[src/rtl/regfile_wb_arbiter_pkg.sv]
`default_nettype none
// ============================================================================
// Module      : regfile_pkg
// Description : Shared constants, FSM state type and grant-priority helper for
//               the register-bank writeback arbiter.
// Revision    : 1.0 - initial release
// ============================================================================
package regfile_pkg;

  localparam int NUM_WB_REQ = 3;
  localparam int REQ_LNK    = 0;   // highest fixed priority
  localparam int REQ_LD     = 1;
  localparam int REQ_ALU    = 2;   // lowest fixed priority
  localparam logic [4:0] LINK_REG = 5'd31;
  localparam int NUM_REGS   = 32;

  typedef enum logic [0:0] {
    IDLE = 1'b0,
    DUMP = 1'b1
  } wb_state_t;

  // Lower index means higher fixed priority. If any requester is starved,
  // only the starved set competes; ties inside it still follow fixed order.
  function automatic logic [NUM_WB_REQ-1:0] pick_grant(
    input logic [NUM_WB_REQ-1:0] req,
    input logic [NUM_WB_REQ-1:0] starved
  );
    logic [NUM_WB_REQ-1:0] pool;
    pick_grant = '0;
    pool = (|starved) ? starved : req;
    for (int i = NUM_WB_REQ - 1; i >= 0; i--) begin
      if (pool[i]) begin
        pick_grant    = '0;
        pick_grant[i] = 1'b1;
      end
    end
  endfunction

endpackage
`default_nettype wire

[src/rtl/regfile_wb_arbiter_if.sv]
`default_nettype none
// ============================================================================
// Module      : regfile_wb_arbiter_if
// Description : Requester handshakes, bank write port and (with
//               REGFILE_DUMP_EN defined) the register-dump signals.
//               master = pipeline/bank side, slave = arbiter.
// Revision    : 1.0 - initial release
// ============================================================================
interface regfile_wb_arbiter_if #(
  parameter int DATA_W = 32,
  parameter int ADDR_W = 5
);
  logic              pause;
  logic              alu_req;
  logic [ADDR_W-1:0] alu_addr;
  logic [DATA_W-1:0] alu_data;
  logic              alu_gnt;
  logic              ld_req;
  logic [ADDR_W-1:0] ld_addr;
  logic [DATA_W-1:0] ld_data;
  logic              ld_gnt;
  logic              lnk_req;
  logic [DATA_W-1:0] lnk_pc;
  logic              lnk_gnt;
  logic              rf_we;
  logic [ADDR_W-1:0] rf_waddr;
  logic [DATA_W-1:0] rf_wdata;
  logic              wb_busy;
`ifdef REGFILE_DUMP_EN
  logic              dump_start;
  logic [ADDR_W-1:0] rf_raddr;
  logic [DATA_W-1:0] dump_rdata;
  logic              dump_valid;
  logic [ADDR_W-1:0] dump_idx;
  logic [DATA_W-1:0] dump_data;

  modport master (
    output pause, alu_req, alu_addr, alu_data, ld_req, ld_addr, ld_data,
           lnk_req, lnk_pc, dump_start, dump_rdata,
    input  alu_gnt, ld_gnt, lnk_gnt, rf_we, rf_waddr, rf_wdata, wb_busy,
           rf_raddr, dump_valid, dump_idx, dump_data
  );

  modport slave (
    input  pause, alu_req, alu_addr, alu_data, ld_req, ld_addr, ld_data,
           lnk_req, lnk_pc, dump_start, dump_rdata,
    output alu_gnt, ld_gnt, lnk_gnt, rf_we, rf_waddr, rf_wdata, wb_busy,
           rf_raddr, dump_valid, dump_idx, dump_data
  );
`else
  modport master (
    output pause, alu_req, alu_addr, alu_data, ld_req, ld_addr, ld_data,
           lnk_req, lnk_pc,
    input  alu_gnt, ld_gnt, lnk_gnt, rf_we, rf_waddr, rf_wdata, wb_busy
  );

  modport slave (
    input  pause, alu_req, alu_addr, alu_data, ld_req, ld_addr, ld_data,
           lnk_req, lnk_pc,
    output alu_gnt, ld_gnt, lnk_gnt, rf_we, rf_waddr, rf_wdata, wb_busy
  );
`endif
endinterface
`default_nettype wire

[src/rtl/regfile_wb_arbiter_age.sv]
`default_nettype none
// ============================================================================
// Module      : wb_age_counter
// Description : Per-requester wait counter. Counts cycles a request is
//               pending and not granted, saturating at STARVE_LIMIT; flags
//               starved at saturation. Holds while hold=1.
// Revision    : 1.0 - initial release
// ============================================================================
module wb_age_counter #(
  parameter int STARVE_LIMIT = 8
) (
  input  logic clk,
  input  logic reset,
  input  logic req,
  input  logic gnt,
  input  logic hold,
  output logic starved
);
  localparam int              CNT_W   = $clog2(STARVE_LIMIT + 1);
  localparam logic [CNT_W-1:0] C_LIMIT = CNT_W'(STARVE_LIMIT);

  logic [CNT_W-1:0] count_q, count_d;

  // Next count: a dropped or granted request restarts aging from zero.
  always_comb begin
    count_d = count_q;
    if (!req || gnt) begin
      count_d = '0;
    end else if (!hold && (count_q != C_LIMIT)) begin
      count_d = count_q + CNT_W'(1);
    end
  end

  // Counter register.
  always_ff @(posedge clk) begin
    if (reset) count_q <= '0;
    else       count_q <= count_d;
  end

  assign starved = (count_q == C_LIMIT);

endmodule
`default_nettype wire

[src/rtl/regfile_wb_arbiter.sv]
`default_nettype none
// ============================================================================
// Module      : regfile_wb_arbiter
// Description : Shares the register-bank write port between link, load and
//               ALU writebacks (fixed priority with aging). Combinational
//               one-cycle grants, registered bank write one cycle later.
//               Optional macro REGFILE_DUMP_EN adds a 32-entry register dump
//               over bank read port 1 while paused.
// Revision    : 1.0 - initial release
// ============================================================================
module regfile_wb_arbiter
  import regfile_pkg::*;
#(
  parameter int DATA_W       = 32,
  parameter int ADDR_W       = 5,
  parameter int STARVE_LIMIT = 8,
  parameter int ZERO_REG_RO  = 1
) (
  input  logic                 clk,
  input  logic                 reset,
  regfile_wb_arbiter_if.slave  bus
);

  logic [NUM_WB_REQ-1:0] req_vec;
  logic [NUM_WB_REQ-1:0] starved_vec;
  logic [NUM_WB_REQ-1:0] gnt_vec;
  logic                  dump_active;
  logic                  grant_en;
  logic                  age_hold;

  logic [ADDR_W-1:0]     sel_addr;
  logic [DATA_W-1:0]     sel_data;

  logic                  rf_we_q,    rf_we_d;
  logic [ADDR_W-1:0]     rf_waddr_q, rf_waddr_d;
  logic [DATA_W-1:0]     rf_wdata_q, rf_wdata_d;

  assign req_vec[REQ_LNK] = bus.lnk_req;
  assign req_vec[REQ_LD]  = bus.ld_req;
  assign req_vec[REQ_ALU] = bus.alu_req;

  // Aging is frozen whenever grants are blocked by pause or a dump.
  assign age_hold = bus.pause | dump_active;

  generate
    for (genvar i = 0; i < NUM_WB_REQ; i++) begin : g_age
      wb_age_counter #(
        .STARVE_LIMIT (STARVE_LIMIT)
      ) u_age (
        .clk     (clk),
        .reset   (reset),
        .req     (req_vec[i]),
        .gnt     (gnt_vec[i]),
        .hold    (age_hold),
        .starved (starved_vec[i])
      );
    end
  endgenerate

  assign grant_en = !bus.pause && !dump_active;
  assign gnt_vec  = grant_en ? pick_grant(req_vec, req_vec & starved_vec) : '0;

  assign bus.lnk_gnt = gnt_vec[REQ_LNK];
  assign bus.ld_gnt  = gnt_vec[REQ_LD];
  assign bus.alu_gnt = gnt_vec[REQ_ALU];
  assign bus.wb_busy = |(req_vec & ~gnt_vec);

  // Payload of the granted requester; link writes pc+1 into the link register.
  always_comb begin
    sel_addr = '0;
    sel_data = '0;
    if (gnt_vec[REQ_LNK]) begin
      sel_addr = ADDR_W'(LINK_REG);
      sel_data = bus.lnk_pc + DATA_W'(1);
    end else if (gnt_vec[REQ_LD]) begin
      sel_addr = bus.ld_addr;
      sel_data = bus.ld_data;
    end else if (gnt_vec[REQ_ALU]) begin
      sel_addr = bus.alu_addr;
      sel_data = bus.alu_data;
    end
  end

  // Next bank write: a granted r0 write is consumed but suppressed when r0 is read-only.
  always_comb begin
    rf_we_d    = (|gnt_vec) && !((ZERO_REG_RO != 0) && (sel_addr == '0));
    rf_waddr_d = rf_waddr_q;
    rf_wdata_d = rf_wdata_q;
    if (|gnt_vec) begin
      rf_waddr_d = sel_addr;
      rf_wdata_d = sel_data;
    end
  end

  // Bank write port registers.
  always_ff @(posedge clk) begin
    if (reset) begin
      rf_we_q    <= 1'b0;
      rf_waddr_q <= '0;
      rf_wdata_q <= '0;
    end else begin
      rf_we_q    <= rf_we_d;
      rf_waddr_q <= rf_waddr_d;
      rf_wdata_q <= rf_wdata_d;
    end
  end

  assign bus.rf_we    = rf_we_q;
  assign bus.rf_waddr = rf_waddr_q;
  assign bus.rf_wdata = rf_wdata_q;

`ifdef REGFILE_DUMP_EN
  wb_state_t         state_q;
  logic [ADDR_W-1:0] idx_q;

  // Dump sequencer: starts only from IDLE while paused, walks idx 0..31 once.
  always_ff @(posedge clk) begin
    if (reset) begin
      state_q <= IDLE;
      idx_q   <= '0;
    end else begin
      case (state_q)
        IDLE: begin
          if (bus.dump_start && bus.pause) begin
            state_q <= DUMP;
            idx_q   <= '0;
          end
        end
        DUMP: begin
          if (idx_q == ADDR_W'(NUM_REGS - 1)) begin
            state_q <= IDLE;
            idx_q   <= '0;
          end else begin
            idx_q   <= idx_q + ADDR_W'(1);
          end
        end
        default: begin
          state_q <= IDLE;
          idx_q   <= '0;
        end
      endcase
    end
  end

  assign dump_active    = (state_q == DUMP);
  assign bus.rf_raddr   = dump_active ? idx_q : '0;
  assign bus.dump_valid = dump_active;
  assign bus.dump_idx   = idx_q;
  assign bus.dump_data  = dump_active ? bus.dump_rdata : '0;
`else
  assign dump_active = 1'b0;
`endif

endmodule
`default_nettype wire

[src/flat_wrapper.sv]
// flat-port wrapper written by rule: the top's interface ports become plain ports
module regfile_wb_arbiter_flat import regfile_pkg::*;
#(
  parameter int DATA_W       = 32,
  parameter int ADDR_W       = 5,
  parameter int STARVE_LIMIT = 8,
  parameter int ZERO_REG_RO  = 1
)
  (clk, reset, bus_pause, bus_alu_req, bus_alu_addr, bus_alu_data, bus_ld_req, bus_ld_addr, bus_ld_data, bus_lnk_req, bus_lnk_pc, bus_alu_gnt, bus_ld_gnt, bus_lnk_gnt, bus_rf_we, bus_rf_waddr, bus_rf_wdata, bus_wb_busy);
  regfile_wb_arbiter_if #(.DATA_W(DATA_W), .ADDR_W(ADDR_W)) bus_i ();
  input  logic clk;
  input  logic reset;
  input wire logic [$bits(bus_i.pause)-1:0] bus_pause;
  input wire logic [$bits(bus_i.alu_req)-1:0] bus_alu_req;
  input wire logic [$bits(bus_i.alu_addr)-1:0] bus_alu_addr;
  input wire logic [$bits(bus_i.alu_data)-1:0] bus_alu_data;
  input wire logic [$bits(bus_i.ld_req)-1:0] bus_ld_req;
  input wire logic [$bits(bus_i.ld_addr)-1:0] bus_ld_addr;
  input wire logic [$bits(bus_i.ld_data)-1:0] bus_ld_data;
  input wire logic [$bits(bus_i.lnk_req)-1:0] bus_lnk_req;
  input wire logic [$bits(bus_i.lnk_pc)-1:0] bus_lnk_pc;
  output wire logic [$bits(bus_i.alu_gnt)-1:0] bus_alu_gnt;
  output wire logic [$bits(bus_i.ld_gnt)-1:0] bus_ld_gnt;
  output wire logic [$bits(bus_i.lnk_gnt)-1:0] bus_lnk_gnt;
  output wire logic [$bits(bus_i.rf_we)-1:0] bus_rf_we;
  output wire logic [$bits(bus_i.rf_waddr)-1:0] bus_rf_waddr;
  output wire logic [$bits(bus_i.rf_wdata)-1:0] bus_rf_wdata;
  output wire logic [$bits(bus_i.wb_busy)-1:0] bus_wb_busy;
  assign bus_i.pause = bus_pause;
  assign bus_i.alu_req = bus_alu_req;
  assign bus_i.alu_addr = bus_alu_addr;
  assign bus_i.alu_data = bus_alu_data;
  assign bus_i.ld_req = bus_ld_req;
  assign bus_i.ld_addr = bus_ld_addr;
  assign bus_i.ld_data = bus_ld_data;
  assign bus_i.lnk_req = bus_lnk_req;
  assign bus_i.lnk_pc = bus_lnk_pc;
  assign bus_alu_gnt = bus_i.alu_gnt;
  assign bus_ld_gnt = bus_i.ld_gnt;
  assign bus_lnk_gnt = bus_i.lnk_gnt;
  assign bus_rf_we = bus_i.rf_we;
  assign bus_rf_waddr = bus_i.rf_waddr;
  assign bus_rf_wdata = bus_i.rf_wdata;
  assign bus_wb_busy = bus_i.wb_busy;
  regfile_wb_arbiter #(.DATA_W(DATA_W), .ADDR_W(ADDR_W), .STARVE_LIMIT(STARVE_LIMIT), .ZERO_REG_RO(ZERO_REG_RO)) u_core (.clk(clk), .reset(reset), .bus(bus_i));
endmodule
[config.mk]
export PLATFORM = sky130hd
export DESIGN_NAME = regfile_wb_arbiter_flat
export DESIGN_NICKNAME = d
export VERILOG_FILES = /design/src/rtl/regfile_wb_arbiter_pkg.sv /design/src/rtl/regfile_wb_arbiter_if.sv /design/src/rtl/regfile_wb_arbiter_age.sv /design/src/rtl/regfile_wb_arbiter.sv /design/src/flat_wrapper.sv
export SDC_FILE = /design/constraint.sdc
export NUM_CORES = 1
export LEC_CHECK = 0
export BUFFER_PORTS_ARGS = -buffer_cell sky130_fd_sc_hd__buf_2
export CORE_MARGIN = 8
export CORE_UTILIZATION = 51
export DETAILED_ROUTE_END_ITERATION = 7
export PLACE_DENSITY = 0.94
export SLEW_MARGIN = 20
export SYNTH_ARGS = -nofsm -noshare
export SYNTH_HDL_FRONTEND = slang
export SYNTH_HIERARCHICAL = 1
export SYNTH_SLANG_ARGS = --single-unit
[constraint.sdc]
create_clock -name clk -period 5.78 [get_ports clk]
set_clock_uncertainty 0.05 [all_clocks]
set_input_delay 1.156 -clock clk [delete_from_list [all_inputs] [get_ports clk]]
set_output_delay 1.156 -clock clk [all_outputs]
set_load 0.005 [all_outputs]
# ---- After elaboration in Yosys (flattened, before gate mapping)
# Cells that the tools add are included.
dict set report totals {
  in_bits 112
  register_bits 50
}
dict set report op_classes {
  reduce_logical 19
  n_addsub 4
  bitwise_logic 3
  n_eq_ne 6
  muxes 11
}
# cell n
set op_table {}
lappend op_table {{$mux 32} 3}
lappend op_table {{$add 32x1->32 const B} 1}
lappend op_table {{$mux 3} 5}
lappend op_table {{$mux 5} 3}
lappend op_table {{$add 4x1->4 const B} 3}
lappend op_table {{$eq 4x4->1 const B} 3}
lappend op_table {{$ne 4x4->1 const B} 3}
lappend op_table {{$reduce_or 3->1} 3}
lappend op_table {{$and 3x3->3} 2}
lappend op_table {{$reduce_or 2->1} 3}
lappend op_table {{$logic_not 1->1} 5}
lappend op_table {{$logic_not 5->1} 1}
lappend op_table {{$logic_and 1x1->1} 4}
lappend op_table {{$logic_or 1x1->1} 3}
lappend op_table {{$not 3->3} 1}

# ---- Logic depth before layout (Yosys ltp)
# Gate-level depths: netlist of run 1.
dict set report logic_depth {
  ltp_word 14
  mapped_depth 11
  depth_no_buf 9
}

# ---- Hierarchy
# Netlist of run 1, hierarchy kept.
# mod area_each_um2 cells_per_inst seq_area_each_um2 instances
set by_module_without_submodules {}
lappend by_module_without_submodules {regfile_wb_arbiter 2635.0 337 760.7 1}
lappend by_module_without_submodules {wb_age_counter 232.7 25 80.1 3}

# ---- Least setup slack after synthesis of run 1
# No wires, ideal clock.
dict set report synth_timing {
  path_type {input port to output port}
  from {input port bus_pause}
  to {output port bus_wb_busy}
  n_path_buf 2
  required_ns 4.574
  stages 5
  path_slack_ns 2.500
  t_arrival_ns 2.074
  cell_sequence {and2b_1 -> o2111a_1 -> buf_2 -> buf_2 -> o221ai_1}
}
dict set report synth_between {
  elab_chain_cells 4
}
# item line_no
set synth_lines {}
lappend synth_lines {{start: declaration} flat_wrapper.sv:13} ;# input wire logic [$bits(bus_i.pause)-1:0] bus_pause;
lappend synth_lines {{$mux 3} regfile_wb_arbiter.sv:61} ;# assign gnt_vec = grant_en ? pick_grant(req_vec, req_vec & starved_vec) : '0;
lappend synth_lines {{net bus_ld_gnt} flat_wrapper.sv:23} ;# output wire logic [$bits(bus_i.ld_gnt)-1:0] bus_ld_gnt;
lappend synth_lines {{$not 3->3} regfile_wb_arbiter.sv:66} ;# assign bus.wb_busy = |(req_vec & ~gnt_vec);
lappend synth_lines {{$and 3x3->3} regfile_wb_arbiter.sv:66}
lappend synth_lines {{$reduce_or 3->1} regfile_wb_arbiter.sv:66}
lappend synth_lines {{end: declaration} flat_wrapper.sv:28} ;# output wire logic [$bits(bus_i.wb_busy)-1:0] bus_wb_busy;
# The timed path passes the listed nets, and every way through them passes these cells.

# ---- Worst setup path after layout of run 1
dict set report layout_timing {
  from {input port bus_pause}
  to {output port bus_ld_gnt}
}
dict set report layout_between {
  elab_chain_cells 1
}
# item line_no
set layout_lines {}
lappend layout_lines {{$mux 3} regfile_wb_arbiter.sv:61}
lappend layout_lines {{end: declaration} flat_wrapper.sv:23}
# No other way between the ends.

==> run summary, run 1 <==
• run status: finished, final reports clean
• Root Buffer Master: clkbuf_8
• maximum buffer depth of the clock tree: 2
• kind of capture point of the worst setup path: output port
• logic gate share of total power: 23.1%
• global-route usage over all layers: 22.60%
• number of buffers added on ports: 153
• final period demand of the worst path: 3.653 ns
• required time of the critical path: 4.57 ns
• Area Growth Syn to Fin: 25.49%
• synthesis-stage register bit count: 50
• fraction of layout cells with a size suffix above 1: 34.84%
• adder-cell share of the synthesized area: 2.628%
• met3 usage in global routing: 8.321%
• final net count: 672
• power density over cell area: 183.3 nW/um2
• Worst-Margin Slew: 1.046 ns
• share of synthesized registers carrying an async set or reset: 0%
• Synth Flop Type: dfxtp_1
• count of cell types in the netlist: 63
• CTS tree: built
• starting density of the core: 52.49%
• xor and xnor area share after synthesis: 6.306%
• cell-internal power: 0.5405 mW
• Chip Height: 96.85 um
• number of global-route vias before repair: 3905
• net switching component of the power: 0.2260 mW
• worst vdd ir: 0.1176 mV
• clock-pin slew reported for the worst setup and hold paths after clock tree synthesis: 0.09 ns
• WL/cell: 17.71 um
• Detailed Place HPWL: 8763 um
• DRC violation count after routing: 0
• count of pins over their slew limit: 0
• maximum achievable frequency: 273.8 MHz
• floorplan row count: 29
• Total Die Area: 9379 um2
• post-synthesis instance area: 3333 um2
• iteration count of the initial detailed-routing pass: 5
• data arrival time of the critical path: 2.45 ns
• number of diodes: 0
• Post-Syn Nets: 531
• leakage dissipation: 1.804 nW
• number of instances in the synthesized netlist: 412
• endpoint of the worst-slack reg-to-reg timing path: u_core/bus.rf_wdata[21]
• level count of the clock H-tree: 2
• most utilized layer in the global route result: met2
• portion of the clock cycle consumed by the worst path in the final layout: 63.19%
• YS warnings: 6
• ports placed on the boundary: 154
• per-cell via count in the routed design: 6.059
• buffer count from post-CTS setup fixing: 0
• RSZ-0062 raised after global routing: no
• compound-gate portion of the synthesized area: 30.74%
• clock sink total: 50
• GR met1 Demand/Resource: 24.19%
• number of clock buffers inserted by TritonCTS: 5
• Setup TNS: 0 ns
• switching power share of the total: 29.49%
• number of antenna violations at the first check in global routing: 0
• die boundary width: 96.85 um
• Hold Path Class: register to register
• number of buffers inserted for hold repair after clock tree synthesis: 0
• worst flop-to-flop path startpoint: u_core/g_age[1].u_age/count_q[0]
• R2R Setup Slk: 3.14 ns
• final-report setup violation count: 0
• final weighted congestion in routability-driven placement: 0.8651
• max-capacitance violation count: 0
• antenna-violating nets left: 0
• met2 usage: 39.32%
• portion of the post-synthesis area used by sequential elements: 30.03%
• cell count of the worst reg-to-reg path: 9
• global-route wire length before repair: 18080 um
• Post-Synth Simple-Gate Area: 24.70%
• number of synthesized flops with an enable pin: 0
• final-report hold violation count: 0
• relative max-transition margin: 30.17%
• clock share of power: 28.0%
• largest fanout on the critical path: 30
• remaining global-route overflow: 0
• beginning of the critical path: bus_pause
• count of instances resized after the clock tree is built: 0
• maximum number of pins on one net before global-route repair: 41
• Setup CP Type: primary input to output port
• mean cell area of the mapped netlist: 8.090 um2
• overall via count from detail_route: 3823
• area of the core: 6350 um2
• Critical path destination: bus_ld_gnt
• clock latency on the worst-skew pair: 0.30 ns
• main combinational cell family by area after synthesis: compound AO/OA/AOI/OAI gates
• relative contribution of sequential cells to total power: 48.9%
• number of DRC markers in iteration 0: 244
• final routed wirelength across all metal layers: 11170 um
• multiplexer fraction of the synthesized cell area: 0%
• startpoint type of the worst setup path: primary input
• minimum hold slack: 0.4501 ns
## flip-flops by register name, indices dropped and copies added (netlist names)
| signal | flops |
|---|---|
| u_core/bus.rf_wdata | 32 |
| u_core/bus.rf_waddr | 5 |
| u_core/g_age.u_age/count_q | 12 |
| u_core/bus.rf_we | 1 |
## cells in the mapped netlist (3+ instances only)
library cell / n / share of area [%]
nand4_1: 6 / 1.1
o31ai_1: 4 / 0.90
nor2_2: 3 / 0.56
o21ai_0: 38 / 5.7
a21oi_1: 33 / 5.0
nand2_1: 37 / 4.2
inv_1: 15 / 1.7
nor3b_1: 3 / 0.68
a21oi_2: 3 / 0.79
and3b_1: 3 / 0.79
dfxtp_1: 50 / 30
xnor2_1: 11 / 2.9
nor3_1: 6 / 0.90
buf_6: 3 / 1.0
ha_1: 7 / 2.6
nand4b_1: 3 / 0.79
clkbuf_1: 13 / 1.5
or3_1: 15 / 2.8
a31o_2: 6 / 1.6
xor2_1: 13 / 3.4
buf_2: 4 / 0.60
or3b_2: 3 / 0.79
a2bb2oi_1: 5 / 1.3
a31oi_1: 8 / 1.5
or2b_2: 3 / 0.79
a22oi_1: 24 / 5.4
o211ai_1: 5 / 1.1
nor2_1: 22 / 2.5
nand3_1: 14 / 2.1
a221o_1: 9 / 2.7
## worst min path at each step
stage / cells after the start / startpoint / end
global route: 2 / u_core/g_age[0].u_age/count_q[2] / u_core/g_age[0].u_age/count_q[2]
detailed placement: 1 / u_core/bus.rf_wdata[11] / u_core/bus.rf_wdata[11]
global placement: 2 / u_core/bus.rf_wdata[21] / u_core/bus.rf_wdata[21]
CTS: 1 / u_core/bus.rf_wdata[11] / u_core/bus.rf_wdata[11]
finish: 2 / u_core/g_age[0].u_age/count_q[2] / u_core/g_age[0].u_age/count_q[2]
floorplan: 2 / u_core/bus.rf_wdata[21] / u_core/bus.rf_wdata[21]
## metrics by stage
| step | setup slack [ns] | util [%] | instances | area, um2 | total power, mW |
|---|---|---|---|---|---|
| detailed placement | 2.179 | 64.43 | 623 | 4091 | 0.5582 |
| finish | 2.127 | 65.87 | 631 | 4183 | 0.7665 |
| floorplan | 2.500 | - | 412 | 3333 | 0.4659 |
| CTS | 2.169 | 65.87 | 631 | 4183 | 0.7692 |
| global route | 2.003 | 65.87 | 631 | 4183 | 0.8081 |
| global placement | 2.248 | 64.43 | 623 | 4091 | 0.5513 |
## logic make-up after synthesis
group	Yosys count
AO/OA/AOI/OAI	154
AND/OR/NAND/NOR	139
flip-flops	50
buffers and inverters	38
XOR/XNOR	24
adder cells (fa/ha/maj)	7
## critical path: stages
cell and delay, ns:
buf_2 0.21, and2b_1 0.31, o2111a_1 0.23, buf_4 0.33
buf_2 0.18
## placed cells by master, fill, tap and decap left out, types with 6 or more instances in the layout
cell type and count:
a21oi_1 33, buf_2 153, nand4_1 6, a221o_1 9, clkbuf_8 6, xnor2_1 11, dfxtp_1 50, a31oi_1 8
xor2_1 13, a22oi_1 24, inv_1 15, or3_1 15, nor2_1 22, ha_1 7, a31o_2 6, o21ai_0 38
nor3_1 6, nand2_1 37, nand3_1 14
## layout make-up
cell class,count,area (um2)
Sequential cell,50,1001
Multi-Input combinational cell,324,2146
Clock inverter,1,5.005
Inverter,16,60.06
Fill cell,565,2167
Timing Repair Buffer,156,788.3
Clock buffer,7,86.33
Tap cell,77,96.34
## power groups by stage
| stage | logic, mW | clock network, mW | registers, mW |
|---|---|---|---|
| 5_1_grt | 0.194 | 0.236 | 0.377 |
| 2_1_floorplan | 0.0831 | 0 | 0.383 |
| 6_report | 0.177 | 0.215 | 0.375 |
| 3_3_place_gp | 0.169 | 0 | 0.382 |
| 4_1_cts | 0.176 | 0.218 | 0.375 |
| 3_5_place_dp | 0.175 | 0 | 0.383 |
## per-layer routing
metal | up-vias | wire, um
li1 | 1836 | -
met1 | 1786 | 4237
met2 | 177 | 5633
met3 | 24 | 1032
met4 | 0 | 272
met5 | - | 0
Power figures use the tool's default switching activity.
==> run 2: changes to the inputs <==
--- a/config.mk
+++ b/config.mk
@@ -5,11 +5,12 @@
 export SDC_FILE = /design/constraint.sdc
 export NUM_CORES = 1
 export LEC_CHECK = 0
+export ABC_AREA = 1
 export BUFFER_PORTS_ARGS = -buffer_cell sky130_fd_sc_hd__buf_2
 export CORE_MARGIN = 8
-export CORE_UTILIZATION = 51
+export CORE_UTILIZATION = 45
 export DETAILED_ROUTE_END_ITERATION = 7
-export PLACE_DENSITY = 0.94
+export PLACE_DENSITY = 0.86
 export SLEW_MARGIN = 20
 export SYNTH_ARGS = -nofsm -noshare
 export SYNTH_HDL_FRONTEND = slang
==> constraint.sdc (replaced) <==
create_clock -name clk -period 3.1 [get_ports clk]
set_clock_uncertainty 0.05 [all_clocks]
set_input_delay 0.62 -clock clk [delete_from_list [all_inputs] [get_ports clk]]
set_output_delay 0.62 -clock clk [all_outputs]
set_load 0.005 [all_outputs]
==> run summary, run 2 <==
• run status: finished, final reports clean
• YS warnings: 6, unchanged
• count of cell types in the netlist: 36, -43%
• fraction of layout cells with a size suffix above 1: 25.88%, -9.0 points
• Area Growth Syn to Fin: 24.65%
• critical path's slowest cell: dfxtp_1
• met3 wire length: 1189 um, +15%
• count of pins over their slew limit: 0, unchanged
• number of synthesized flops with an enable pin: 0, unchanged
• buffer count from post-CTS setup fixing: 0, unchanged
• worst hold path depth: 2, unchanged
• maximum buffer depth of the clock tree: 2, unchanged
• worst flop-to-flop path startpoint: u_core/g_age[0].u_age/count_q[0]
• number of buffers inserted for hold repair after clock tree synthesis: 0, unchanged
• clock latency on the worst-skew pair: 0.31 ns, about the same
• top post-synthesis cells by area: dfxtp_1 (26%), nand2_1 (25%), nor2_1 (8.9%)
• R2R Setup Slk: 0.69 ns, -2.45 ns
• Total Die Area: 11660 um2, +24%
• number of fillers in the final layout: 853, +51%
• startpoint type of the worst setup path: register
• maximum number of pins on one net before global-route repair: 34, -17%
• number of clock buffers inserted by TritonCTS: 5, unchanged
• leading cell types by count after synthesis: nand2_1 (250), nor2_1 (90), inv_1 (57)
• Detailed Place HPWL: 10280 um, +17%
• power density over cell area: 330.0 nW/um2, +80%
• die boundary width: 108.0 um, +12%
• Root Buffer Master: clkbuf_8
• Worst-Margin Slew: 0.5101 ns, -0.5362 ns
• total power after layout: 1.566 mW, +100%
• level count of the clock H-tree: 2, unchanged
• most used cells in the layout excluding fill and tap cells: nand2_1 (250), buf_2 (153), nor2_1 (90)
• kind of capture point of the worst setup path: output port
• critical path's top delay family: simple AND/OR/NAND/NOR gates
• portion of the post-synthesis area used by sequential elements: 26.29%, -3.7 points
• ports placed on the boundary: 154, unchanged
• portion of the clock cycle consumed by the worst path in the final layout: 92.27%
• maximum achievable frequency: 349.6 MHz
• number of DRC markers in iteration 0: 246, +0.82%
• post-route design area: 4746 um2, +13%
• clock-pin slew reported for the worst setup and hold paths after clock tree synthesis: 0.10 ns, about the same
• floorplan row count: 33, +14%
• final-report setup violation count: 0, unchanged
• data arrival time of the critical path: 2.19 ns, -0.26 ns
• starting density of the core: 46.34%, -6.2 points
• clock sink total: 50, unchanged
• series of cell instances along the critical path: inv_1 -> ha_1 -> nand3_2 -> inv_1 -> nand2_1 -> nand3_2 -> nand2_2 -> nand2_2 -> inv_2 -> nand2_4 -> o21ai_0 -> o211ai_1 -> buf_2
• iteration count of the initial detailed-routing pass: 5, unchanged
• number of antenna violations at the first check in global routing: 2, +2
• cell count of the worst reg-to-reg path: 15, +6
• DRC violation count after routing: 0, unchanged
• final weighted congestion in routability-driven placement: 0.9727, +12%
• post-synthesis instance area: 3807 um2, +14%
• final-report hold violation count: 0, unchanged
• top cell type's share of synthesized area: 26.29%, -3.7 points
• antenna-violating nets left: 0, unchanged
• Setup TNS: 0 ns, unchanged
• global-route wire length before repair: 20070 um, +11%
• share of synthesized registers carrying an async set or reset: 0%, unchanged
• Setup CP Type: register to output port
• Chip Height: 108.0 um, +12%
• Critical path buffers and inverters: 4, +1
• remaining global-route overflow: 0, unchanged
• Synth Flop Type: dfxtp_1
• most frequently used cell type in the post-synthesis netlist: nand2_1
• most common cell after layout, fill and taps aside: nand2_1
• WL/cell: 13.86 um, -22%
• number of global-route vias before repair: 4260, +9.1%
• synthesis-stage register bit count: 50, unchanged
• max-capacitance violation count: 0, unchanged
• delay contributed by the slowest stage of the critical path: 0.38 ns, +0.05 ns
• final routed wirelength across all metal layers: 12500 um, +12%
• worst vdd ir: 0.1694 mV, +44%
• number of instances in the synthesized netlist: 644, +56%
• highest layer used for signal routing: met5
• RSZ-0062 raised after global routing: no
• overall via count from detail_route: 4413, +15%
• source of the worst hold timing path: u_core/bus.rf_wdata[9]
• per-cell via count in the routed design: 4.892, -19%
• CTS tree: built
• largest area contributor in the netlist: dfxtp_1
• mean cell area of the mapped netlist: 5.912 um2, -27%
• final net count: 914, +36%
• relative max-transition margin: 65.73%, +36 points
• Worst Hold Endpoint: u_core/bus.rf_wdata[9]
• Hold Path Class: register to register
• flip-flop count of the largest register after layout: 32, unchanged
• leakage dissipation: 2.519 nW, +40%
• routed length on met1: 5298 um, +25%
• Met2 Routed Length: 5702 um, +1.2%
• required time of the critical path: 2.43 ns, -2.14 ns
• final period demand of the worst path: 2.860 ns
• number of buffers added on ports: 153, unchanged
• Post-Syn Nets: 763, +44%
• global-route usage over all layers: 21.15%, -1.4 points
• Post-Place Cell Area: 4622 um2, +13%
• largest fanout on the critical path: 5, -83%
• area of the core: 8217 um2, +29%
• endpoint of the worst-slack reg-to-reg timing path: u_core/bus.rf_wdata[28]
• count of instances resized after the clock tree is built: 0, unchanged
## run 2: changes by cell type in the layout (fill, tap and decap cells not counted), moves of 7 or more
cell,previous run,this run
a22oi_1,24,0
nand2_1,37,250
nor2_1,22,90
nand3_1,14,56
or3_1,15,0
inv_1,15,57
a221o_1,9,0
o21ai_0,38,10
xnor2_1,11,3
inv_2,1,10
nand3b_1,0,7
## run 2: area by class of cell
class                   instances  area (um2)  share of cell area [%]
diodes                          1       2.502                 0.05273
clock buffers                   6       82.58                   1.740
clock inverters                 2       38.79                  0.8173
inverters                      68       257.7                   5.431
multi-input cells             510        2414                   50.86
flip-flops and latches         50        1001                   21.09
well taps                     105       131.4                   2.768
repair buffers                160       818.3                   17.24
## run 2: tightest hold or removal path, stage by stage, from the launching register on
cell,delay [ns]
dfxtp_1,0.32
nand2_1,0.06
nand2_1,0.04
## run 2: through the flow
step	worst slack (ns)	instances	hold slack [ns]	utilization [%]
floorplan	0.8034	644	0.3959	-
global placement	0.6832	893	0.3832	56.25
detailed placement	0.6214	893	0.3860	56.25
CTS	0.2699	901	0.4079	57.73
global route	0.04319	902	0.4227	57.76
finish	0.2396	902	0.4041	57.76
## run 2: cells by family (layout without fill, tap and decap cells)
kind of cell / after synthesis / after routing / synth area share [%]
other: 0 / 1 / 0
XOR/XNOR: 13 / 13 / 2.990
AND/OR/NAND/NOR: 445 / 445 / 51.30
flip-flops: 50 / 50 / 26.29
buffers and inverters: 84 / 236 / 10.32
adder cells (fa/ha/maj): 7 / 7 / 2.300
AO/OA/AOI/OAI: 45 / 45 / 6.803
## run 2: power breakdown
part	total [mW]	switching, mW	internal, mW
Combinational	0.365	0.212	0.153
Clock	0.503	0.237	0.266
Sequential	0.698	0.0195	0.679
Total	1.57	0.468	1.10
## run 2: worst max-delay path by stage
stage                   to                             start  slack, ns  depth (start not counted)
3_3_place_gp   bus_wb_busy  u_core/g_age[2].u_age/count_q[0]       0.68                         13
2_1_floorplan   bus_ld_gnt  u_core/g_age[2].u_age/count_q[0]       0.80                         13
3_5_place_dp   bus_wb_busy  u_core/g_age[2].u_age/count_q[0]       0.62                         13
5_1_grt        bus_wb_busy  u_core/g_age[2].u_age/count_q[0]       0.04                         13
6_report       bus_wb_busy  u_core/g_age[2].u_age/count_q[0]       0.24                         13
4_1_cts        bus_wb_busy  u_core/g_age[2].u_age/count_q[0]       0.27                         13
## run 2: per-layer routing
metal  GRT usage (%)  up-vias
met5               0        -
met2           34.66      171
met4           7.730        2
met3           5.057       23
met1           26.31     1902
li1                -     2315
